<file path="config.mk">
export PLATFORM = sky130hd
export DESIGN_NAME = regfile_arbiter
export DESIGN_NICKNAME = d
export VERILOG_FILES = /design/src/rtl/regfile_pkg.sv /design/src/rtl/rr_arb2.sv /design/src/rtl/regfile_arbiter.sv
export SDC_FILE = /design/constraint.sdc
export NUM_CORES = 1
export LEC_CHECK = 0
export CAP_MARGIN = 20
export CORE_MARGIN = 10
export CORE_UTILIZATION = 44
export CTS_BUF_LIST = sky130_fd_sc_hd__clkbuf_2 sky130_fd_sc_hd__clkbuf_4 sky130_fd_sc_hd__clkbuf_8
export DETAILED_ROUTE_END_ITERATION = 6
export GPL_TIMING_DRIVEN = 1
export PLACE_DENSITY = 0.95
export SKIP_LAST_GASP = 1
export SLEW_MARGIN = 20
export SYNTH_ARGS = -nofsm -noshare
export SYNTH_HDL_FRONTEND = slang
export SYNTH_SLANG_ARGS = --single-unit
</file>
<file path="constraint.sdc">
create_clock -name clk -period 3.7 [get_ports clk]
set_input_delay 0.555 -clock clk [delete_from_list [all_inputs] [get_ports clk]]
set_output_delay 0.555 -clock clk [all_outputs]
set_load 0.03 [all_outputs]
</file>
<file path="src/rtl/regfile_pkg.sv">
// regfile_pkg: shared widths and FSM state type for the register-file arbiter
package regfile_pkg;
  localparam int ADDR_W = 4;
  localparam int DATA_W = 16;
  typedef enum logic [1:0] {IDLE, ISSUE, DONE} state_t;
endpackage

</file>
<file path="src/rtl/rr_arb2.sv">
// rr_arb2: two-way round-robin picker; last=1 means requester 1 won last time
module rr_arb2 (
  input  logic [1:0] req,
  input  logic       last,
  output logic [1:0] grant
);
  always_comb begin
    grant[0] = req[0] & (~req[1] | last);
    grant[1] = req[1] & (~req[0] | ~last);
  end
endmodule

</file>
<file path="src/rtl/regfile_arbiter.sv">
// regfile_arbiter: round-robin sharing of a 16x16 register file between two requesters
module regfile_arbiter
  import regfile_pkg::*;
(
  input  logic              clk,
  input  logic              reset,
  input  logic              req0,
  input  logic              req1,
  input  logic              we0,
  input  logic              we1,
  input  logic [ADDR_W-1:0] wrAddr0,
  input  logic [ADDR_W-1:0] wrAddr1,
  input  logic [DATA_W-1:0] wrData0,
  input  logic [DATA_W-1:0] wrData1,
  input  logic [ADDR_W-1:0] rdAddrA0,
  input  logic [ADDR_W-1:0] rdAddrB0,
  input  logic [ADDR_W-1:0] rdAddrA1,
  input  logic [ADDR_W-1:0] rdAddrB1,
  output logic              gnt0,
  output logic              gnt1,
  output logic              done0,
  output logic              done1,
  output logic [DATA_W-1:0] rdDataA,
  output logic [DATA_W-1:0] rdDataB,
  output logic              rf_write,
  output logic [ADDR_W-1:0] rf_wrAddr,
  output logic [DATA_W-1:0] rf_wrData,
  output logic [ADDR_W-1:0] rf_rdAddrA,
  output logic [ADDR_W-1:0] rf_rdAddrB,
  input  logic [DATA_W-1:0] rf_rdDataA,
  input  logic [DATA_W-1:0] rf_rdDataB
);
  state_t state, nxt;
  logic [1:0] grant;
  logic last, win, we_l, take, live;
  logic [DATA_W-1:0] hold_a, hold_b;
  rr_arb2 u_arb (.req({req1, req0}), .last(last), .grant(grant));
  assign win  = grant[1];
  assign take = (state == IDLE) && (|grant);
  // The register file's own registered read is valid during DONE, so pass it through then
  assign live    = (state == DONE) && !we_l;
  assign rdDataA = live ? rf_rdDataA : hold_a;
  assign rdDataB = live ? rf_rdDataB : hold_b;
  always_comb begin
    nxt = IDLE;
    if (state == IDLE) nxt = take ? ISSUE : IDLE;
    else if (state == ISSUE) nxt = DONE;
  end
  always_ff @(posedge clk) state <= reset ? IDLE : nxt;
  always_ff @(posedge clk) begin
    if (reset) begin
      gnt0       <= 1'b0;
      gnt1       <= 1'b0;
      done0      <= 1'b0;
      done1      <= 1'b0;
      rf_write   <= 1'b0;
      rf_wrAddr  <= '0;
      rf_wrData  <= '0;
      rf_rdAddrA <= '0;
      rf_rdAddrB <= '0;
      hold_a     <= '0;
      hold_b     <= '0;
      last       <= 1'b1;
      we_l       <= 1'b0;
    end else begin
      rf_write <= 1'b0;
      done0    <= 1'b0;
      done1    <= 1'b0;
      if (take) begin
        last       <= win;
        we_l       <= win ? we1 : we0;
        rf_write   <= win ? we1 : we0;
        rf_wrAddr  <= win ? wrAddr1 : wrAddr0;
        rf_wrData  <= win ? wrData1 : wrData0;
        rf_rdAddrA <= win ? rdAddrA1 : rdAddrA0;
        rf_rdAddrB <= win ? rdAddrB1 : rdAddrB0;
        gnt0       <= !win;
        gnt1       <= win;
      end
      if (state == ISSUE) begin
        done0 <= gnt0;
        done1 <= gnt1;
      end
      if (state == DONE) begin
        gnt0 <= 1'b0;
        gnt1 <= 1'b0;
        if (!we_l) begin
          hold_a <= rf_rdDataA;
          hold_b <= rf_rdDataB;
        end
      end
    end
  end
endmodule

</file>
==> impl_metrics.yaml <==
setup_path:
  cpMaxStageDelayCell: "clkdlybuf4s50_1"
  worst_setup_path_end_kind: "output port"
  critical_path_buf_inv_count: 2
  critPathArrivalTime_ns: 2.51
  crit_chain: "nor3b_4, buf_4, mux2_2, clkdlybuf4s50_1"
  critPathKind: "register to output port"
  max_stage_delay_ns: 0.61
  start_kind: "register"
  path_max_fanout: 32
  crit_family: "buffers and inverters"
  required_ns: 3.14
routing:
  drtIter0Drc: 228
  ant_nets: 0
  drt-pass1-iter-count: 4
  drcViolationCount: 0
  vias_per_cell: 5.558
  via_count: 2946
  wl_per_cell_um: 19.22
  drt-total-wl_um: 10190
sta:
  final_max_slew_viol_count: 0
  worst_pin_slew_ns: 1.078
  max_freq_ghz: 0.3264
  timing_hold_violations_final: 0
  whs_ns: 0.4843
  fin_crit_sh: 0.8282
  min_period_ns: 3.064
  fin_tns_setup_ns: 0
  skew_ns: 0.005034
  setup_viol: 0
  rsz0062_at_grt: "false"
  relSlewSlack: 0.2811
global_route:
  grt_pass1_wl_um: 15200
  globalRouteTotalUtil: 0.1815
  overflow: 0
  grt_max_degree: 67
  antenna_found_initial: 0
  grt_pass1_vias: 2964
logic_synthesis:
  synthTopCellsByArea: "dfxtp_1 45%, mux2_4 15%, nand4_1 12%"
  yosysSeqAreaShare: 0.4521
  synth_common_cells: "69 x dfxtp_1, 58 x nand4_1, 32 x o21ai_0"
  postSynthCellCount: 304
  synth_fp_nets: 398
  ys_seq_elements: 69
  ys_warn_count: 0
  synth_cell_types: 22
  synth_edf_count: 0
  synth_top_cell_by_area: "dfxtp_1"
  postSynthAreaPerCell_um2: 10.05
  synth_most_common_cell: "dfxtp_1"
  syn_area_um2: 3055
  async_reset_ff_frac: 0
  synthFlopType: "dfxtp_1"
  synth_top_area_share: 0.4521
placed_design:
  gp_congestion: 0.7398
  hpwl_um: 7601
  dp_cells: 513
  place_area_um2: 4629
  numPortBuffers: 158
floorplan:
  die_x_um: 103.3
  core-area_um2: 6756
  row_count: 30
  die_area_um2: 10680
  initial_utilization: 0.4522
  die_y_um: 103.3
  io_pins: 159
final_layout:
  syn_to_final_growth_pct: 57.94
  diodes: 0
  final_area_um2: 4826
  stdcell_count: 530
  drive_gt1_frac: 0.1311
  final_nets: 539
pwr:
  power_leakage_nw: 1.843
  pwr_density_cell_nw_per_um2: 387.9
  vdd_ir_drop_max_v: 0.0001686
  total_power_mw: 1.872
clocking:
  clk_pin_slew_worst_paths_ns: 0.07
  insertion_delay_ns: 0.32
  clockRootBuffer: "clkbuf_8"
  clock_path_buffers: 2
  htree_levels: 3
  cts_made_buffers: 9
  cts_tree: "done"
  cts_resized: 0
  postCtsHoldBufs: 0
  cts.sinks: 69
  post_cts_buffers: 0
hold_path:
  hp-class: "register to register"
flow_run:
  maxCapViolations: 0
outcome:
  outcome: "finished clean"
-- final cells by class --
type / instances / area, um^2
inverters: 1 / 3.754
multi-input cells: 200 / 1535
clock buffers: 12 / 146.4
repair buffers: 164 / 1634
flip-flops and latches: 69 / 1381
clock inverters: 4 / 25.02
fillers: 498 / 1931
well taps: 80 / 100.1
-- registers in the layout, indices dropped and copies added, names as in the netlist, 2 cells and up --
signal / cells
rf_rdAddrA: 4
rf_wrData: 16
state: 2
hold_b: 16
rf_wrAddr: 4
hold_a: 16
rf_rdAddrB: 4
-- cell families after synthesis --
logic type,Yosys count,synth area share
buffers and inverters,35,0.05037
muxes,32,0.1548
AOI/OAI and AO/OA,65,0.1192
and+or+nand+nor,103,0.2236
DFF,69,0.4521
-- power breakdown --
group,total (mW),internal (mW),switching (mW)
registers,0.813,0.790,0.0225
clock network,0.527,0.264,0.263
logic,0.532,0.258,0.274
total,1.87,1.31,0.560
-- placed cells by master (no fill, tap or decap), types with 3 or more instances in the layout --
cell               n
clkbuf_8           9
clkbuf_4           3
and2b_1           30
nand4_1           58
dfxtp_1           69
clkdlybuf4s50_1  157
o21ai_0           32
a21oi_1            3
mux2_4            30
buf_4              5
a31oi_1           29
-- metrics by stage --
step / utilization / worst slack, ns
floorplan: - / 1.911
global placement: 0.6852 / 1.026
detailed placement: 0.6852 / 0.9033
CTS: 0.7106 / 0.6171
global route: 0.7143 / 0.5065
finish: 0.7143 / 0.6358
-- path summary, 6_finish.rpt --
| kind | from | end | slack (ns) | depth (start not counted) |
|---|---|---|---|---|
| max reg2reg | state[1] | hold_a[14] | 1.84 | 4 |
| max | state[1] | rdDataA[14] | 0.64 | 4 |
| min | gnt0 | done0 | 0.48 | 1 |
| min reg2reg | gnt0 | done0 | 0.48 | 1 |
-- worst reg2reg max path, delay by kind of cell (launching register included) --
kind,cells,cell delay (ns)
muxes,1,0.43
DFF,1,0.44
buffers and inverters,1,0.50
and+or+nand+nor,2,0.34
-- layer usage --
layer,share of wire,GRT usage,up-vias
met5,0,0,-
met2,0.48,0.3081,158
met4,0.015,0.07487,0
met1,0.39,0.1948,1358
li1,-,-,1419
met3,0.12,0.07641,11
No activity file was read; power rests on OpenSTA's default activity.
